`src/rtl/core_sequencer.sv`:
```
// core_sequencer: multi-cycle control FSM for the RV32I+Zicsr core.
// Steps each instruction through fetch/decode/execute/mem/writeback, runs the
// imem/dmem valid/ready handshakes and sequences trap entry and mret.
module core_sequencer #(
   parameter int unsigned RESET_SETTLE = 1
) (
   input  logic        clk,
   input  logic        rst,
   output logic        imem_valid,
   input  logic        imem_ready,
   input  logic        imem_err,
   output logic        dmem_valid,
   input  logic        dmem_ready,
   input  logic        dmem_err,
   input  logic        ins_illegal,
   input  logic        ecall,
   input  logic        ebreak,
   input  logic        trap_return,
   input  logic        dmem_read,
   input  logic        dmem_write,
   input  logic        rd_wen,
   input  logic        csr_op_nop,
   input  logic        dmem_misaligned,
   input  logic        jump_taken,
   input  logic        jump_misaligned,
   input  logic        irq_pending,
   output logic        ir_wen,
   output logic        rf_wen,
   output logic        csr_wen,
   output logic        pc_wen,
   output logic        trap_enter,
   output logic [31:0] trap_cause,
   output logic        mret,
   output logic        instret,
   output logic [2:0]  state
);

   localparam int unsigned CNT_W   = 4;
   localparam int unsigned CAUSE_W = 32;

   localparam logic [CAUSE_W-1:0] CAUSE_INSN_MISALIGNED  = CAUSE_W'(0);
   localparam logic [CAUSE_W-1:0] CAUSE_INSN_FAULT       = CAUSE_W'(1);
   localparam logic [CAUSE_W-1:0] CAUSE_ILLEGAL          = CAUSE_W'(2);
   localparam logic [CAUSE_W-1:0] CAUSE_BREAKPOINT       = CAUSE_W'(3);
   localparam logic [CAUSE_W-1:0] CAUSE_LOAD_MISALIGNED  = CAUSE_W'(4);
   localparam logic [CAUSE_W-1:0] CAUSE_LOAD_FAULT       = CAUSE_W'(5);
   localparam logic [CAUSE_W-1:0] CAUSE_STORE_MISALIGNED = CAUSE_W'(6);
   localparam logic [CAUSE_W-1:0] CAUSE_STORE_FAULT      = CAUSE_W'(7);
   localparam logic [CAUSE_W-1:0] CAUSE_ECALL_M          = CAUSE_W'(11);
   localparam logic [CAUSE_W-1:0] CAUSE_IRQ_EXT          = 32'h8000_000B;

   typedef enum logic [2:0] {
      S_SETTLE    = 3'd0,
      S_FETCH     = 3'd1,
      S_DECODE    = 3'd2,
      S_EXECUTE   = 3'd3,
      S_MEM       = 3'd4,
      S_WRITEBACK = 3'd5,
      S_TRAP      = 3'd6,
      S_RETURN    = 3'd7
   } state_t;

   state_t               state_r;
   logic [CNT_W-1:0]     settle_cnt;
   logic [CAUSE_W-1:0]   cause_r;
   logic                 mem_is_load;
   logic                 mem_req;

   assign mem_req = dmem_read | dmem_write;

   // State sequencing; the trap cause is latched on every transition into TRAP.
   always_ff @(posedge clk) begin
      if (rst) begin
         state_r     <= S_SETTLE;
         settle_cnt  <= CNT_W'(RESET_SETTLE - 1);
         cause_r     <= '0;
         mem_is_load <= 1'b0;
      end else begin
         unique case (state_r)
            S_SETTLE: begin
               if (settle_cnt == '0) state_r <= S_FETCH;
               else                  settle_cnt <= settle_cnt - CNT_W'(1);
            end
            S_FETCH: begin
               if (imem_ready) begin
                  if (imem_err) begin
                     state_r <= S_TRAP;
                     cause_r <= CAUSE_INSN_FAULT;
                  end else begin
                     state_r <= S_DECODE;
                  end
               end
            end
            S_DECODE: begin
               if (ins_illegal) begin
                  state_r <= S_TRAP;
                  cause_r <= CAUSE_ILLEGAL;
               end else if (ebreak) begin
                  state_r <= S_TRAP;
                  cause_r <= CAUSE_BREAKPOINT;
               end else if (ecall) begin
                  state_r <= S_TRAP;
                  cause_r <= CAUSE_ECALL_M;
               end else if (trap_return) begin
                  state_r <= S_RETURN;
               end else begin
                  state_r <= S_EXECUTE;
               end
            end
            S_EXECUTE: begin
               if (mem_req && dmem_misaligned) begin
                  state_r <= S_TRAP;
                  cause_r <= dmem_read ? CAUSE_LOAD_MISALIGNED : CAUSE_STORE_MISALIGNED;
               end else if (mem_req) begin
                  state_r     <= S_MEM;
                  mem_is_load <= dmem_read;
               end else if (jump_taken && jump_misaligned) begin
                  state_r <= S_TRAP;
                  cause_r <= CAUSE_INSN_MISALIGNED;
               end else begin
                  state_r <= S_WRITEBACK;
               end
            end
            S_MEM: begin
               if (dmem_ready) begin
                  if (dmem_err) begin
                     state_r <= S_TRAP;
                     cause_r <= mem_is_load ? CAUSE_LOAD_FAULT : CAUSE_STORE_FAULT;
                  end else begin
                     state_r <= S_WRITEBACK;
                  end
               end
            end
            S_WRITEBACK: begin
               // Interrupts are only taken at an instruction boundary.
               if (irq_pending) begin
                  state_r <= S_TRAP;
                  cause_r <= CAUSE_IRQ_EXT;
               end else begin
                  state_r <= S_FETCH;
               end
            end
            S_TRAP:   state_r <= S_FETCH;
            S_RETURN: state_r <= S_FETCH;
            default:  state_r <= S_SETTLE;
         endcase
      end
   end

   // Control strobes decoded from the registered state plus same-cycle handshakes.
   always_comb begin
      imem_valid = 1'b0;
      dmem_valid = 1'b0;
      ir_wen     = 1'b0;
      rf_wen     = 1'b0;
      csr_wen    = 1'b0;
      pc_wen     = 1'b0;
      trap_enter = 1'b0;
      trap_cause = '0;
      mret       = 1'b0;
      instret    = 1'b0;
      unique case (state_r)
         S_FETCH: begin
            imem_valid = 1'b1;
            ir_wen     = imem_ready & ~imem_err;
         end
         S_MEM: dmem_valid = 1'b1;
         S_WRITEBACK: begin
            rf_wen  = rd_wen;
            csr_wen = ~csr_op_nop;
            pc_wen  = 1'b1;
            instret = 1'b1;
         end
         S_TRAP: begin
            trap_enter = 1'b1;
            trap_cause = cause_r;
         end
         S_RETURN: begin
            mret    = 1'b1;
            instret = 1'b1;
         end
         default: ;
      endcase
   end

   assign state = state_r;

endmodule

```
`config.mk`:
```
export PLATFORM = sky130hd
export DESIGN_NAME = core_sequencer
export DESIGN_NICKNAME = d
export VERILOG_FILES = /design/src/rtl/core_sequencer.sv
export SDC_FILE = /design/constraint.sdc
export NUM_CORES = 1
export LEC_CHECK = 0
export CORE_UTILIZATION = 45
export DETAILED_ROUTE_END_ITERATION = 8
export DONT_BUFFER_PORTS = 1
export GPL_ROUTABILITY_DRIVEN = 1
export HOLD_SLACK_MARGIN = 0.02
export SETUP_SLACK_MARGIN = 0.15
export SLEW_MARGIN = 10
export SYNTH_ARGS = -nofsm -noshare
export SYNTH_HDL_FRONTEND = slang
export SYNTH_SLANG_ARGS = --single-unit
```
`constraint.sdc`:
```
create_clock -name clk -period 2.5 [get_ports clk]
set_input_delay 0.625 -clock clk [delete_from_list [all_inputs] [get_ports clk]]
set_output_delay 0.625 -clock clk [all_outputs]
set_load 0.1 [all_outputs]
```
==> results.yml, run 1 <==
clock_tree:
  holdBufCountCts: 0
  clock_path_buffers: 2
  insertion_delay_ns: 0.27
  cts_resized: 0
  clkTransAtPathRegs_ns: 0.07
  htree_levels: 1
  clock_sinks: 13
  cts_made_buffers: 3
  cts_post_setup_buffers_inserted: 0
  cts-root-buf: "clkbuf_4"
  cts_tree: "built"
finish:
  multi_input_area_um2: 795
  antennaDiodeCount: 0
  layout-drive-gt1-share_pct: 30.7
  ff_latch_area_um2: 272
  num-nets-final: 174
  area_growth_pct: 18.4
  fill_cells: 202
  final_cell_area_mm2: 0.00135
  stdcell_count: 181
pwr:
  powerDensity_mw_per_mm2: 875
  power_leakage_nw: 0.554
  ir_drop_uv: 635
timing:
  period_needed_ns: 2.23
  finalHoldViolCount: 0
  rsz0062_at_grt: "false"
  drv_slew: 0
  setup_slack_ns: 0.266
  finalCritPeriodShare_pct: 89.4
  fmax_mhz: 448
  skew_ns: 0.00133
  finalSetupTns_ns: 0
  setup_violations: 0
logic_synthesis:
  ys_warn_count: 0
  syn-cell-area_mm2: 0.00114
  syn_avg_cell_area_um2: 8.17
  yosysSeqAreaShare_pct: 22.8
  yosysTopAreaCell: "dfxtp_1"
  synth_commonest_cells: "27 x buf_4, 13 x dfxtp_1, 12 x nor2_1"
  async_reset_ff_share_pct: 0
  synth_edf_count: 0
  synth_ff_type: "dfxtp_1"
  syn_inst: 140
  synth.distinct_cells: 50
  yosysMostFrequentCell: "buf_4"
  yosys_register_bits: 13
  netlist.area_leader.share_pct: 22.8
  synthTopCellsByArea: "dfxtp_1 23%, buf_4 18%, nor2_1 3.9%"
global_routing:
  grt_pass1_wl_um: 3860
  antenna_found_initial: 0
  grt_overflow: 0
  grt_max_degree: 16
  grt.total_usage_pct: 19.0
  grt_pass1_vias: 869
worst_setup_path:
  worstPathArrival_ns: 1.61
  startpoint: "state[2]$_SDFFE_PP0P_"
  worstSetupStartpointType: "flip-flop"
  crit_required_ns: 1.88
  critical_path_class: "flip-flop to output pin"
  worstPathMaxFanout: 10
  r2r-start: "state[2]$_SDFFE_PP0P_"
  endpoint_kind: "output pin"
  r2r_slack_ns: 0.55
place:
  gp_congestion: 0.846
  place.port_buffers: 0
  dpl_cell_area_mm2: 0.00133
  dpl_worst_slack_ns: 0.565
  dp_cells: 177
  hpwl_um: 1940
floorplan:
  start_util_pct: 49.8
  num_rows: 17
  die-area_mm2: 0.00275
  core_area_mm2: 0.00230
  fp.dieW_um: 52.4
  io-pin-count: 62
  die_h_um: 52.4
route:
  initialDrtViolationCount: 14
  wl_per_cell_um: 12.7
  drt-total-wl_um: 2300
  dr.pass1.iters: 4
  dr_total_vias: 951
  detail-route-antenna-nets: 0
  viasPerCell: 5.25
  route.detailed.drc: 0
worst_hold_path:
  hp-start: "rst"
  hold_class: "input pin to flip-flop"
flow_run:
  cap_violations: 0
status:
  outcome: "completed"
## per-layer routing
layer | track usage, % | vias up | wire (µm)
li1 | - | 462 | -
met1 | 24.9 | 440 | 993
met2 | 31.4 | 49 | 1120
met3 | 6.09 | 0 | 192
met4 | 1.32 | 0 | 0
met5 | 0 | - | 0
## layout make-up
| class | count | share of cell area (%) |
|---|---|---|
| sequential | 13 | 20.1 |
| timing repair buffer | 15 | 13.9 |
| inverter | 8 | 2.87 |
| multi-input combinational | 113 | 58.7 |
| clock buffer | 4 | 1.94 |
| tap | 28 | 2.59 |
## critical path: stages, from the launching register on
cell	delay (ns)
dfxtp_4	0.40
buf_4	0.36
nor3b_4	0.24
buf_4	0.33
## power breakdown
group | total [W] | internal, W | leakage, nW | switching [W]
sequential | 0.000306 | 0.000257 | 0.108 | 0.0000495
clock | 0.000126 | 0.0000618 | 0.0150 | 0.0000647
combinational | 0.000752 | 0.000202 | 0.431 | 0.000550
## cell usage in the layout (no fill, tap or decap), types with 2 or more instances in the layout
master	count
nor3_4	2
nand3_1	3
inv_1	6
clkbuf_4	3
ha_1	2
and2_4	6
dfxtp_1	10
or3b_4	2
a22oi_1	2
nand3b_1	2
buf_12	6
nor2_1	10
mux2i_1	4
dfxtp_4	3
nor3b_4	2
conb_1	27
a211oi_1	3
xnor2_1	2
nor2b_1	2
nor3_1	3
nand2_1	6
o21ai_0	5
buf_4	9
o21ai_1	2
## state kept, by name, indices dropped and copies added, names as in the netlist
| signal | flops |
|---|---|
| settle_cnt | 4 |
| cause_r | 5 |
| state | 3 |
| mem_is_load | 1 |
## cell families after synthesis
group	synth area share, %
simple gates	28.7
fa+ha+maj	2.19
buf+inv	23.0
flops	22.8
mux	3.50
xor+xnor	2.30
other cells	0.328
compound gates	17.3
## per-stage QoR
step / hold WS, ns / util, % / power, W
2_1_floorplan: 0.439 / - / 0.00104
3_3_place_gp: 0.447 / 57.8 / 0.00105
3_5_place_dp: 0.458 / 57.8 / 0.00106
4_1_cts: 0.393 / 58.9 / 0.00119
5_1_grt: 0.379 / 58.9 / 0.00127
6_report: 0.403 / 58.9 / 0.00118
## worst paths after layout
path | cells past startpoint | endpoint
worst min register to register | 2 | cause_r[2]$_SDFFE_PP0P_
worst min-delay path | 1 | state[2]$_SDFFE_PP0P_
worst max-delay path | 3 | dmem_valid
worst max register to register | 6 | state[0]$_SDFFE_PP0P_
No activity file was read; power rests on OpenSTA's default activity.
==> run 2: changes to the inputs <==
--- a/config.mk
+++ b/config.mk
@@ -9,6 +9,7 @@
 export DETAILED_ROUTE_END_ITERATION = 8
 export DONT_BUFFER_PORTS = 1
 export GPL_ROUTABILITY_DRIVEN = 1
+export GPL_TIMING_DRIVEN = 0
 export HOLD_SLACK_MARGIN = 0.02
 export SETUP_SLACK_MARGIN = 0.15
 export SLEW_MARGIN = 10
==> run 2 against run 1 <==
Via count grew 8.2%. Maximum frequency is 28% lower. The run now ends with negative setup slack left. Hold slack gained 0.061 ns. Register-to-register slack got worse by 0.09 ns. Critical path type unchanged. Non-clock buffer count grew 30.
==> results.yml, run 2 (same netlist as run 1, synthesis figures left out) <==
clock_tree:
  insertion_delay_ns: 0.27
  clock_path_buffers: 2
  htree_levels: 1
  holdBufCountCts: 0
  cts_tree: "built"
  clock_sinks: 13
  cts_made_buffers: 3
  cts-root-buf: "clkbuf_4"
  clkTransAtPathRegs_ns: 0.08
finish:
  area_growth_pct: 37.9
  largest_reg_flops: 5
  antennaDiodeCount: 0
  layout-drive-gt1-share_pct: 42.1
  top_register: "cause_r"
  layout_common_cells: "36 x buf_4, 27 x conb_1, 10 x nor2_1, 10 x dfxtp_1"
  num-nets-final: 204
  final_common_cell: "buf_4"
  stdcell_count: 211
route:
  dr_total_vias: 1029
  route.detailed.drc: 0
  drt-total-wl_um: 2600
  wl_per_cell_um: 12.3
  dr.pass1.iters: 4
  detail-route-antenna-nets: 0
  initialDrtViolationCount: 8
  viasPerCell: 4.88
place:
  hpwl_um: 2080
  dp_cells: 196
  gp_congestion: 0.792
  place.port_buffers: 0
pwr:
  power_leakage_nw: 0.700
  swShare_pct: 53.3
  pwr-share-seq_pct: 28.2
  powerDensity_mw_per_mm2: 822
  ir_drop_uv: 640
  p_clk_share_pct: 9.8
  p_switching_w: 0.000690
  intPower_w: 0.000605
  p_comb_share_pct: 62.0
floorplan:
  io-pin-count: 62
  num_rows: 17
  fp.dieW_um: 52.4
  die_h_um: 52.4
  die-area_mm2: 0.00275
  core_area_mm2: 0.00230
  start_util_pct: 49.8
timing:
  setup_slack_ns: -0.596
  worst_pin_slew_ns: 1.13
  finalHoldViolCount: 0
  holdWs_ns: 0.463
  finalCritPeriodShare_pct: 124
  period_needed_ns: 3.10
  setup_violations: 9
  rsz0062_at_grt: "true"
  drv_slew: 0
  maxSlewHeadroom_pct: 24.3
  fmax_mhz: 323
  skew_ns: 0.00851
global_routing:
  grt_overflow: 0
  grt_pass1_wl_um: 4040
  grt_max_degree: 11
  grt.total_usage_pct: 20.3
  grt_pass1_vias: 881
  antenna_found_initial: 0
worst_hold_path:
  hp-start: "cause_r[2]$_SDFFE_PP0P_"
  hold_class: "flip-flop to flip-flop"
worst_setup_path:
  crit_required_ns: 1.88
  endpoint_kind: "output pin"
  worstPathMaxFanout: 8
  critical_path_class: "flip-flop to output pin"
  path_cells: "buf_8 -> inv_8 -> nor3_4 -> and2_4"
  r2r-start: "state[0]$_SDFFE_PP0P_"
  slowest_stage: "nor3_4"
  startpoint: "state[1]$_SDFFE_PP0P_"
  worstPathArrival_ns: 2.47
  worstSetupStartpointType: "flip-flop"
  cpPeakStageDelay_ns: 0.89
  crit_buf_inv: 2
  crit_family: "simple AND/OR/NAND/NOR gates"
flow_run:
  cap_violations: 0
status:
  violations: "negative setup slack"
  outcome: "finished with violations"
run 2: cell types whose count changed in the layout (fill, tap and decap cells not counted), sizes merged:
cell,previous run,this run
clkinvlp,1,2
inv,7,6
buf,15,44
clkbuf,4,5
run 2: per-stage QoR:
step	instance area [µm²]	total power, W	TNS [ns]	util (%)	setup slack, ns
CTS	1540	0.00130	-4.18	66.8	-0.618
floorplan	1360	0.00104	-2.03	-	-0.299
global route	1580	0.00138	-4.70	68.6	-0.674
detailed placement	1440	0.00112	-2.28	62.6	-0.409
global placement	1390	0.00110	-3.31	60.6	-0.382
finish	1580	0.00130	-4.06	68.6	-0.596
run 2: worst paths after layout:
check        cells past startpoint  slack, ns                 endpoint
max reg2reg                      9       0.46    state[0]$_SDFFE_PP0P_
min reg2reg                      2       0.46  cause_r[2]$_SDFFE_PP0P_
max                              4      -0.60           trap_cause[31]
min                              2       0.46  cause_r[2]$_SDFFE_PP0P_
run 2: tightest hold or removal path: stages, from the launching register on:
cell and delay, ns:
dfxtp_1 0.31, nand2_1 0.05, mux2i_1 0.05
run 2: layer usage:
metal  up-vias  track usage [%]  wire (µm)
met4         0             3.07          0
met3         0             6.38        200
met2        50             35.7       1290
li1        519                -          -
met1       460             24.4       1110
met5         -                0          0
run 2: cell type report:
class / instances / area (µm²)
well taps: 28 / 35.0
clock buffers: 4 / 26.3
multi-input cells: 113 / 800
plain buffers: 32 / 267
fillers: 196 / 721
flip-flops and latches: 13 / 272
repair buffers: 13 / 133
inverters: 8 / 45.0
run 2: power groups by stage:
| stage | logic (W) | registers [W] | clock network (W) |
|---|---|---|---|
| 3_5_place_dp | 0.000756 | 0.000367 | 0 |
| 5_1_grt | 0.000860 | 0.000373 | 0.000142 |
| 6_report | 0.000803 | 0.000365 | 0.000127 |
| 2_1_floorplan | 0.000688 | 0.000357 | 0 |
| 3_3_place_gp | 0.000736 | 0.000365 | 0 |
| 4_1_cts | 0.000799 | 0.000366 | 0.000133 |
run 2: repair_timing:
item,in CTS,in global routing
setup buffers,6,5
gates resized for setup,7,1
pin swaps,9,3
endpoints found under the setup margin,13,12
==> run 3: changes to the inputs <==
--- a/config.mk
+++ b/config.mk
@@ -5,6 +5,7 @@
 export SDC_FILE = /design/constraint.sdc
 export NUM_CORES = 1
 export LEC_CHECK = 0
+export CORE_MARGIN = 2
 export CORE_UTILIZATION = 45
 export DETAILED_ROUTE_END_ITERATION = 8
 export DONT_BUFFER_PORTS = 1
==> run 3 against run 2 <==
The flow still finishes with violations (negative setup slack). Maximum frequency grew 0.33%. Design area shrank 3.9%. Die area grew 7.8%. Hold slack is essentially flat. Clock skew shrank 0.0054 ns. Total power shrank 2.0%. Register-to-register slack gained 0.06 ns. First-iteration DRC count grew 88%. Critical endpoint unchanged. Largest power group unchanged.
==> results.yml, run 3 (same netlist as run 1, synthesis figures left out) <==
status:
  outcome: "finished with violations"
  violations: "negative setup slack"
pwr:
  powerDensity_mw_per_mm2: 838
  ir_drop_uv: 622
  power_leakage_nw: 0.661
timing:
  drv_slew: 0
  skew_ns: 0.00313
  finalHoldViolCount: 0
  worst_pin_slew_ns: 1.13
  holdWs_ns: 0.463
  setup_violations: 9
  setup_slack_ns: -0.586
  maxSlewHeadroom_pct: 24.4
  rsz0062_at_grt: "true"
  fmax_mhz: 324
  period_needed_ns: 3.09
  finalCritPeriodShare_pct: 123
clock_tree:
  cts_tree: "built"
  cts_made_buffers: 3
  cts-root-buf: "clkbuf_4"
  clkTransAtPathRegs_ns: 0.08
  clock_sinks: 13
  clock_path_buffers: 2
  htree_levels: 1
  insertion_delay_ns: 0.27
  holdBufCountCts: 0
worst_setup_path:
  endpoint_kind: "output pin"
  critical_path_class: "flip-flop to output pin"
  slowest_stage: "nor3_4"
  worstPathArrival_ns: 2.46
  crit_required_ns: 1.88
  cpPeakStageDelay_ns: 0.89
  worstSetupStartpointType: "flip-flop"
  path_cells: "buf_8 -> inv_8 -> nor3_4 -> and2_4"
  worstPathMaxFanout: 8
floorplan:
  die_h_um: 54.4
  num_rows: 18
  io-pin-count: 62
  core_area_mm2: 0.00243
  die-area_mm2: 0.00296
  fp.dieW_um: 54.4
  start_util_pct: 47.0
route:
  drt-total-wl_um: 2480
  dr_total_vias: 1009
  wl_per_cell_um: 12.0
  detail-route-antenna-nets: 0
  route.detailed.drc: 0
  initialDrtViolationCount: 15
  viasPerCell: 4.90
  dr.pass1.iters: 4
finish:
  finish.utilization_pct: 62.3
  area_growth_pct: 32.5
  largest_reg_flops: 5
  antennaDiodeCount: 0
  top_register: "cause_r"
  layout-drive-gt1-share_pct: 39.2
  num-nets-final: 197
  final_common_cell: "buf_4"
  fill_cells: 216
  layout_common_cells: "30 x buf_4, 27 x conb_1, 10 x nor2_1, 10 x dfxtp_1"
global_routing:
  grt_pass1_vias: 844
  grt_pass1_wl_um: 3870
  grt_overflow: 0
  antenna_found_initial: 0
  grt_max_degree: 11
  grt.total_usage_pct: 18.3
place:
  hpwl_um: 2080
  gp_congestion: 0.761
  place.port_buffers: 0
flow_run:
  cap_violations: 0
worst_hold_path:
  hold_class: "flip-flop to flip-flop"
-- run 3: cell types whose count changed in the layout (fill, tap and decap cells not counted), sizes merged --
| cell | change |
|---|---|
| buf | -7 |
-- run 3: area by class of cell --
type | instances | area [µm²] | area share [%]
inverters | 8 | 45.0 | 2.97
clock buffers | 4 | 26.3 | 1.73
repair buffers | 6 | 68.8 | 4.54
plain buffers | 32 | 267 | 17.6
flip-flops and latches | 13 | 272 | 17.9
multi-input cells | 113 | 800 | 52.8
well taps | 30 | 37.5 | 2.48
-- run 3: path summary, 6_finish.rpt --
check / startpoint / end / slack, ns / cells after the start
hold reg to reg: cause_r[1]$_SDFFE_PP0P_ / cause_r[1]$_SDFFE_PP0P_ / 0.46 / 2
setup / recovery: state[1]$_SDFFE_PP0P_ / trap_cause[31] / -0.59 / 4
hold / removal: cause_r[1]$_SDFFE_PP0P_ / cause_r[1]$_SDFFE_PP0P_ / 0.46 / 2
setup reg to reg: state[0]$_SDFFE_PP0P_ / state[0]$_SDFFE_PP0P_ / 0.52 / 8
-- run 3: layer usage --
layer  vias up  wire length (µm)  track usage (%)
li1        507                 -                -
met1       466              1030             21.7
met2        36              1260             32.5
met3         0               188             6.28
met4         0                 0             2.50
met5         -                 0                0
-- run 3: timing repair --
item / CTS / global route
pin swaps: 10 / 0
gates resized for setup: 7 / 0
setup endpoints to repair: 13 / 12
setup buffers: 4 / 0
-- run 3: stage by stage --
step,worst slack (ns),TNS (ns),area [µm²],power [W],instances
floorplan,-0.299,-2.03,1360,0.00104,166
finish,-0.586,-3.90,1520,0.00127,206
detailed placement,-0.408,-2.28,1430,0.00112,198
global placement,-0.386,-3.36,1400,0.00110,196
global route,-0.685,-4.72,1520,0.00136,206
CTS,-0.611,-4.09,1520,0.00128,206
-- run 3: worst max-delay path, delay by kind of cell, from the launching register on --
family / cells / cell delay (ns)
and+or+nand+nor: 2 / 1.38
buffers and inverters: 2 / 0.20
DFF: 1 / 0.60
-- run 3: power breakdown --
part           internal, W  leakage (nW)  switching [W]
combinational     0.000268         0.538       0.000510
clock            0.0000618        0.0150      0.0000657
sequential        0.000257         0.108       0.000107
total             0.000587         0.661       0.000682
